===== config.mk =====
export PLATFORM = sky130hd
export DESIGN_NAME = multicycle_ctrl
export DESIGN_NICKNAME = d
export VERILOG_FILES = /design/src/rtl/multicycle_ctrl.sv
export SDC_FILE = /design/constraint.sdc
export NUM_CORES = 1
export LEC_CHECK = 0
export BUFFER_PORTS_ARGS = -buffer_cell sky130_fd_sc_hd__buf_2
export CAP_MARGIN = 20
export CORE_ASPECT_RATIO = 0.7
export CORE_MARGIN = 2
export CORE_UTILIZATION = 40
export CTS_CLUSTER_DIAMETER = 40
export DETAILED_ROUTE_END_ITERATION = 8
export GPL_TIMING_DRIVEN = 0
export PLACE_DENSITY = 0.64
export SLEW_MARGIN = 25
export SYNTH_ARGS = -nofsm -noshare
export SYNTH_HDL_FRONTEND = slang
export SYNTH_SLANG_ARGS = --single-unit

===== constraint.sdc =====
create_clock -name clk -period 2.81 [get_ports clk]
set_clock_uncertainty 0.1 [all_clocks]
set_input_delay 0.281 -clock clk [delete_from_list [all_inputs] [get_ports clk]]
set_output_delay 0.281 -clock clk [all_outputs]
set_load 0.01 [all_outputs]

===== src/rtl/multicycle_ctrl.sv =====
`default_nettype none
// ============================================================================
//  Module   : multicycle_ctrl
//  Purpose  : Control FSM for a multi-cycle RV32I-style datapath. It sequences
//             FETCH -> DECODE -> EXEC -> (MEM) -> (WB) and produces the
//             datapath strobes. An unrecognised opcode traps until reset.
//  Ports    : clk, reset (async, active-high)
//             instruction[31:0], imem_ready, dmem_ready, branch_taken (in)
//             imem_req, ir_write, alu_src_a, alu_src_b, dmem_req, dmem_we,
//             reg_write, wb_sel[1:0], pc_write, pc_src[1:0],
//             state[2:0], illegal, instr_count[COUNT_W-1:0] (out)
//  Revision : 1.0 - initial release
// ============================================================================
module multicycle_ctrl #(
    parameter int COUNT_W = 32
) (
    input  logic               clk,
    input  logic               reset,
    input  logic [31:0]        instruction,
    input  logic               imem_ready,
    input  logic               dmem_ready,
    input  logic               branch_taken,
    output logic               imem_req,
    output logic               ir_write,
    output logic               alu_src_a,
    output logic               alu_src_b,
    output logic               dmem_req,
    output logic               dmem_we,
    output logic               reg_write,
    output logic [1:0]         wb_sel,
    output logic               pc_write,
    output logic [1:0]         pc_src,
    output logic [2:0]         state,
    output logic               illegal,
    output logic [COUNT_W-1:0] instr_count
);

    // State encoding
    localparam logic [2:0] c_FETCH  = 3'd0;
    localparam logic [2:0] c_DECODE = 3'd1;
    localparam logic [2:0] c_EXEC   = 3'd2;
    localparam logic [2:0] c_MEM    = 3'd3;
    localparam logic [2:0] c_WB     = 3'd4;
    localparam logic [2:0] c_TRAP   = 3'd5;

    // Opcodes
    localparam logic [6:0] c_OP_R     = 7'b0110011;
    localparam logic [6:0] c_OP_I     = 7'b0010011;
    localparam logic [6:0] c_OP_LOAD  = 7'b0000011;
    localparam logic [6:0] c_OP_STORE = 7'b0100011;
    localparam logic [6:0] c_OP_BR    = 7'b1100011;
    localparam logic [6:0] c_OP_JAL   = 7'b1101111;
    localparam logic [6:0] c_OP_JALR  = 7'b1100111;
    localparam logic [6:0] c_OP_LUI   = 7'b0110111;
    localparam logic [6:0] c_OP_AUIPC = 7'b0010111;

    localparam logic [COUNT_W-1:0] c_COUNT_ONE = {{(COUNT_W-1){1'b0}}, 1'b1};

    logic [2:0]         r_state;
    logic [6:0]         r_opcode;
    logic [4:0]         r_rd;
    logic               r_illegal;
    logic [COUNT_W-1:0] r_count;

    logic w_is_r, w_is_i, w_is_load, w_is_store, w_is_branch;
    logic w_is_jal, w_is_jalr, w_is_lui, w_is_auipc, w_legal;
    logic w_unused_instr;

    // Only opcode and rd are needed by the controller; the rest of the word
    // belongs to the datapath.
    assign w_unused_instr = ^instruction[31:12];

    // Instruction class, decoded from the latched opcode only so that no
    // output ever depends combinationally on the instruction bus.
    assign w_is_r      = (r_opcode == c_OP_R);
    assign w_is_i      = (r_opcode == c_OP_I);
    assign w_is_load   = (r_opcode == c_OP_LOAD);
    assign w_is_store  = (r_opcode == c_OP_STORE);
    assign w_is_branch = (r_opcode == c_OP_BR);
    assign w_is_jal    = (r_opcode == c_OP_JAL);
    assign w_is_jalr   = (r_opcode == c_OP_JALR);
    assign w_is_lui    = (r_opcode == c_OP_LUI);
    assign w_is_auipc  = (r_opcode == c_OP_AUIPC);
    assign w_legal     = w_is_r | w_is_i | w_is_load | w_is_store | w_is_branch |
                         w_is_jal | w_is_jalr | w_is_lui | w_is_auipc;

    // ------------------------------------------------------------------
    // Sequencing, operand latch and retirement counter
    // ------------------------------------------------------------------
    always_ff @(posedge clk or posedge reset) begin
        if (reset) begin
            r_state   <= c_FETCH;
            r_opcode  <= 7'd0;
            r_rd      <= 5'd0;
            r_illegal <= 1'b0;
            r_count   <= '0;
        end else begin
            case (r_state)
                c_FETCH: begin
                    if (imem_ready) begin
                        r_opcode <= instruction[6:0];
                        r_rd     <= instruction[11:7];
                        r_state  <= c_DECODE;
                    end
                end
                c_DECODE: begin
                    if (w_legal) begin
                        r_state <= c_EXEC;
                    end else begin
                        r_state   <= c_TRAP;
                        r_illegal <= 1'b1;
                    end
                end
                c_EXEC: begin
                    if (w_is_branch) begin
                        // Branches retire straight out of EXEC.
                        r_state <= c_FETCH;
                        r_count <= r_count + c_COUNT_ONE;
                    end else if (w_is_load || w_is_store) begin
                        r_state <= c_MEM;
                    end else begin
                        r_state <= c_WB;
                    end
                end
                c_MEM: begin
                    if (dmem_ready) begin
                        if (w_is_store) begin
                            // Stores have nothing to write back.
                            r_state <= c_FETCH;
                            r_count <= r_count + c_COUNT_ONE;
                        end else begin
                            r_state <= c_WB;
                        end
                    end
                end
                c_WB: begin
                    r_state <= c_FETCH;
                    r_count <= r_count + c_COUNT_ONE;
                end
                c_TRAP: begin
                    r_state <= c_TRAP;
                end
                default: begin
                    // Unused encodings fall back into the fetch loop.
                    r_state <= c_FETCH;
                end
            endcase
        end
    end

    // ------------------------------------------------------------------
    // Strobes: decoded from registered state plus latched opcode/rd and
    // the handshake inputs. Forced low while reset is asserted because the
    // reset state (FETCH) would otherwise raise imem_req.
    // ------------------------------------------------------------------
    always_comb begin
        imem_req  = 1'b0;
        ir_write  = 1'b0;
        alu_src_a = 1'b0;
        alu_src_b = 1'b0;
        dmem_req  = 1'b0;
        dmem_we   = 1'b0;
        reg_write = 1'b0;
        wb_sel    = 2'b00;
        pc_write  = 1'b0;
        pc_src    = 2'b00;
        if (!reset) begin
            case (r_state)
                c_FETCH: begin
                    imem_req = 1'b1;
                    ir_write = imem_ready;
                end
                c_EXEC: begin
                    alu_src_a = w_is_auipc;
                    alu_src_b = w_is_i | w_is_load | w_is_store | w_is_auipc | w_is_jalr;
                    if (w_is_branch) begin
                        pc_write = 1'b1;
                        pc_src   = branch_taken ? 2'b01 : 2'b00;
                    end
                end
                c_MEM: begin
                    dmem_req = 1'b1;
                    dmem_we  = w_is_store;
                    pc_write = w_is_store & dmem_ready;
                end
                c_WB: begin
                    reg_write = (r_rd != 5'd0);
                    pc_write  = 1'b1;
                    // JALR target is the ALU result, which needs the immediate.
                    alu_src_b = w_is_jalr;
                    if (w_is_load) begin
                        wb_sel = 2'b01;
                    end else if (w_is_jal || w_is_jalr) begin
                        wb_sel = 2'b10;
                    end else if (w_is_lui) begin
                        wb_sel = 2'b11;
                    end else begin
                        wb_sel = 2'b00;
                    end
                    if (w_is_jal) begin
                        pc_src = 2'b01;
                    end else if (w_is_jalr) begin
                        pc_src = 2'b10;
                    end else begin
                        pc_src = 2'b00;
                    end
                end
                default: begin
                end
            endcase
        end
    end

    assign state       = r_state;
    assign illegal     = r_illegal;
    assign instr_count = r_count;

endmodule
`default_nettype wire


# == After elaboration in Yosys (flattened, before gate mapping) ==
# Cells that the tools add are included.
# op_classes
n_addsub,1
multipliers,0
div_mod_pow,0
magnitude_cmp,0
n_eq_ne,18
shift,0
mux,39
bitwise,14
reduce_logical,9
# op_table
operator,count
$mux 32,3
$pmux 32 s3,1
$add 32x1->32 const B,1
$eq 7x6->1 const B,3
$eq 7x7->1 const B,3
$mux 3,6
$mux 1,17
$mux 2,8
$pmux 3 s5,1
$eq 7x5->1 const B,2
$or 1x1->1,12
$ne 2x2->1 const B,4
$eq 7x2->1 const B,1
$eq 3x2->1 const B,2
$eq 3x3->1 const B,2
$reduce_and 2->1,3
$reduce_bool 5->1,1
$pmux 2 s2,1
$reduce_and 4->1,1
$eq 3x1->1 const B,1
$logic_not 3->1,1
$pmux 1 s3,1
$reduce_bool 3->1,1
$logic_or 1x1->1,2
other kinds (3),3
# word_totals
register_bits,48
latchBits,0
ram_bits,0
rom_bits,0
out_inout_bits,48
mem_count,0

# == Logic depth before layout (Yosys ltp) ==
# logic_depth
ltp_word,11
ltp_mapped,8

# == Worst setup path before layout ==
# Ideal clock, no wire load.
# synth_path
path_kind,reg2out
startpoint,"register r_state[2], in the netlist state[2]"
endpoint,output port pc_write
arrival_ps,1948
required_ps,2429
setup_slack_ps,481
stages_incl_launch_ff,7
path_buffers,2
path_cell_list,dfrtp_1 -> buf_2 -> or4b_4 -> nor4_4 -> o21ai_2 -> buf_2 -> nor3_1
# synth_between
elab_chain_cells,3
word_cells_on_any_way,5
# synth_rtl
item,line,text
"start, declared",59,logic [2:0] r_state;
"start signal, assigned",92,r_state <= c_FETCH;
"start signal, assigned",103,r_state <= c_DECODE;
"start signal, assigned",110,r_state <= c_TRAP;
$eq 3x3->1 or $eq 3x2->1 (tied branches),168,case (r_state)
$pmux 1 s3 *,168,
$mux 1 *,167,if (!reset) begin
"end, declared",31,"output logic pc_write,"
# Mark *: on every way between the ends. The rest lies on a longest branch, timed or not.

# == Worst setup path in the final report ==
# Ends and elaborated chain as after synthesis.

==> out/qor.txt <==
Antenna viol nets, final: 0
Total chip power: 2.23 mW
Num CTS Buffers: 5
Max VDD drop: 540 µV
Pwr per Cell Area: 732 nW/µm²
DRT Wirelength: 5510 µm
Data required, critical path: 2.43 ns
Vias in the first global route: 1922
Setup crit start kind: register
Worst Path Max Fanout: 10
Most frequent cells in the layout: buf_2, dfrtp_1, nor2_1, xor2_1
Global-route wire length before repair: 9630 µm
Sequential cell area fraction in the yosys report: 48.4%
Clock Latency Late Sink: 0.30 ns
Cell row count: 23
Final Setup Violations: 0
Hold buffers post-CTS: 0
Drc violations: 0
Area Growth Syn to Fin: 22.6%
Clk slew on worst S/H paths: 0.09 ns
Met2 Wirelength: 2220 µm
CP Class: reg -> out
Final slew viol count: 0
Worst-Margin Slew: 0.602 ns
Static leakage: 1.50 nW
Core Footprint: 5840 µm²
Metal1 wirelength: 2870 µm
Synth Instances: 244
Final hold vios: 0
RSZ-0062 raised after global routing: no
Max Clk Rate: 374 MHz
Total Routing Usage GR: 17.5%
Drt pass-1 iters: 4
Post-detail-place hpwl: 4110 µm
Hold Path Class: in -> async
Clock tree root buffer cell: clkbuf_8
Setup tns final: 0 ns
DR WL/cell: 14.1 µm
Vias per inst: 5.17
Fraction of layout cells with a size suffix above 1: 32.6%
Die area: 6860 µm²
Clock Path Buffers: 2
Largest net degree at the start of global routing: 50
H-tree Lvls: 2
Final period utilization: 95.2%
Outcome: completed
Post-synth cell types: 41
Yosys warnings: 0
Commonest non-fill, non-tap cell in the layout: buf_2
Initial antenna violation count: 0
Flops & latches, synth: 48
CTS tree: done
Period minus WS final: 2.68 ns
PortBufs: 64
Antenna diodes: 0
Syn_nets: 282
Met3 WL post-DR: 351 µm
Uppermost layer routed: met4
Final net count: 353
# IOs: 85
Syn_area_per_cell: 10.2 µm²
Mapped Area: 2480 µm²
Drt initial violations: 126
Relative slew slack: 59.9%
Max Cap Violations: 0
Worst Setup End Kind: output pin
Grt total ovfl: 0
Die W: 98.1 µm
Die Span Y: 69.9 µm
Placer Congestion: 0.827
Initial Util: 42.5%
Clk sinks: 48
Via count: 2022
CP arrival: 2.29 ns
-- state kept, by name, summed over array words and instances, names as in the netlist --
name / cells
instr_count: 32
r_opcode: 7
r_rd: 5
state: 3
illegal: 1
-- synthesized netlist by cell type, drive strengths merged --
| cell type | instances | area (µm²) |
|---|---|---|
| dfrtp | 48 | 1200 |
| nor3 | 20 | 115 |
| nor2 | 19 | 71.3 |
| xor2 | 19 | 166 |
| nand2 | 16 | 60.1 |
| nand3 | 16 | 80.1 |
| xnor2 | 12 | 105 |
| mux2 | 11 | 124 |
| inv | 10 | 37.5 |
| and3 | 8 | 50.1 |
| o21ai | 8 | 43.8 |
| clkbuf | 7 | 26.3 |
| nand4 | 6 | 37.5 |
| nor4 | 6 | 58.8 |
| and4 | 4 | 35.0 |
| nand3b | 4 | 30.0 |
| a21oi | 3 | 15.0 |
| a31o | 3 | 26.3 |
| buf | 3 | 15.0 |
| nor2b | 3 | 18.8 |
| o211ai | 2 | 15.0 |
| a211oi | 1 | 7.51 |
| a31oi | 1 | 6.26 |
| a32o | 1 | 10.0 |
| and3b | 1 | 8.76 |
| ha | 1 | 12.5 |
| maj3 | 1 | 10.0 |
| mux2i | 1 | 10.0 |
| nand4b | 1 | 8.76 |
| nor3b | 1 | 7.51 |
| nor4b | 1 | 8.76 |
| o2111ai | 1 | 15.0 |
| o21a | 1 | 7.51 |
| o41ai | 1 | 8.76 |
| or2 | 1 | 6.26 |
| or3 | 1 | 6.26 |
| or4b | 1 | 13.8 |
-- per-stage QoR --
stage	instances	hold slack (ns)	setup WS (ns)	cell area, µm²	utilization (%)
final	391	0.0163	0.134	3040	52.0
after CTS	392	0.0395	0.0268	3030	51.9
after global routing	391	0.0680	0.00314	3040	52.0
after floorplan	244	0.298	0.481	2480	-
after global placement	383	0.354	-0.00538	2890	49.5
after detailed placement	383	0.361	0.282	2900	49.6
-- worst max-delay path: stages (launching register included) --
cell	delay [ns]
dfrtp_1	0.37
buf_2	0.18
or4b_4	0.50
nor4_4	0.23
o21ai_4	0.14
clkbuf_4	0.23
nor3_2	0.19
buf_2	0.15
-- path summary, 6_finish.rpt --
kind,from,to,slack [ns],depth (start not counted)
max,state[2],pc_write,0.13,7
min,reset,instr_count[26],0.02,2
max reg2reg,state[2],instr_count[8],0.44,7
min reg2reg,instr_count[31],instr_count[31],0.36,1
max in group asynchronous,reset,r_opcode[3],2.16,2
min in group clk,instruction[6],r_opcode[6],0.08,3
-- logic make-up (layout without fill, tap and decap cells) --
logic type / count (synthesis) / after routing / synth area share, %
AO/OA/AOI/OAI: 22 / 22 / 6.26
XOR/XNOR: 31 / 31 / 10.9
adder cells (fa/ha/maj): 2 / 2 / 0.908
buffers and inverters: 20 / 92 / 3.18
flip-flops: 48 / 48 / 48.4
multiplexers: 12 / 12 / 5.40
AND/OR/NAND/NOR: 109 / 109 / 24.9
-- timing repair --
action                                  4_1_cts  5_1_grt
buffers inserted                              1        0
resized for setup                             1        4
pin swaps                                     1        1
endpoints found under the setup margin        1        1
-- final cells by class --
class	count	area [µm²]
well taps	75	93.8
repair buffers	65	328
fillers	572	2800
multi-input cells	176	1210
flip-flops and latches	48	1200
inverters	10	40.0
clock inverters	2	38.8
clock buffers	6	82.6
plain buffers	9	40.0
-- per-layer routing --
| metal | up-vias | global-route usage [%] |
|---|---|---|
| met5 | - | 0 |
| met4 | 0 | 5.09 |
| met3 | 6 | 4.30 |
| met2 | 54 | 23.7 |
| met1 | 953 | 27.2 |
| li1 | 1009 | - |
-- power by group --
part           internal [mW]  switching [mW]  total (mW)  leakage [nW]
Combinational          0.298           0.430       0.728         0.842
Sequential             0.828           0.144       0.973         0.601
Clock                  0.291           0.234       0.525        0.0614
Total                   1.42           0.808        2.23          1.50
No activity file was read; power rests on OpenSTA's default activity.
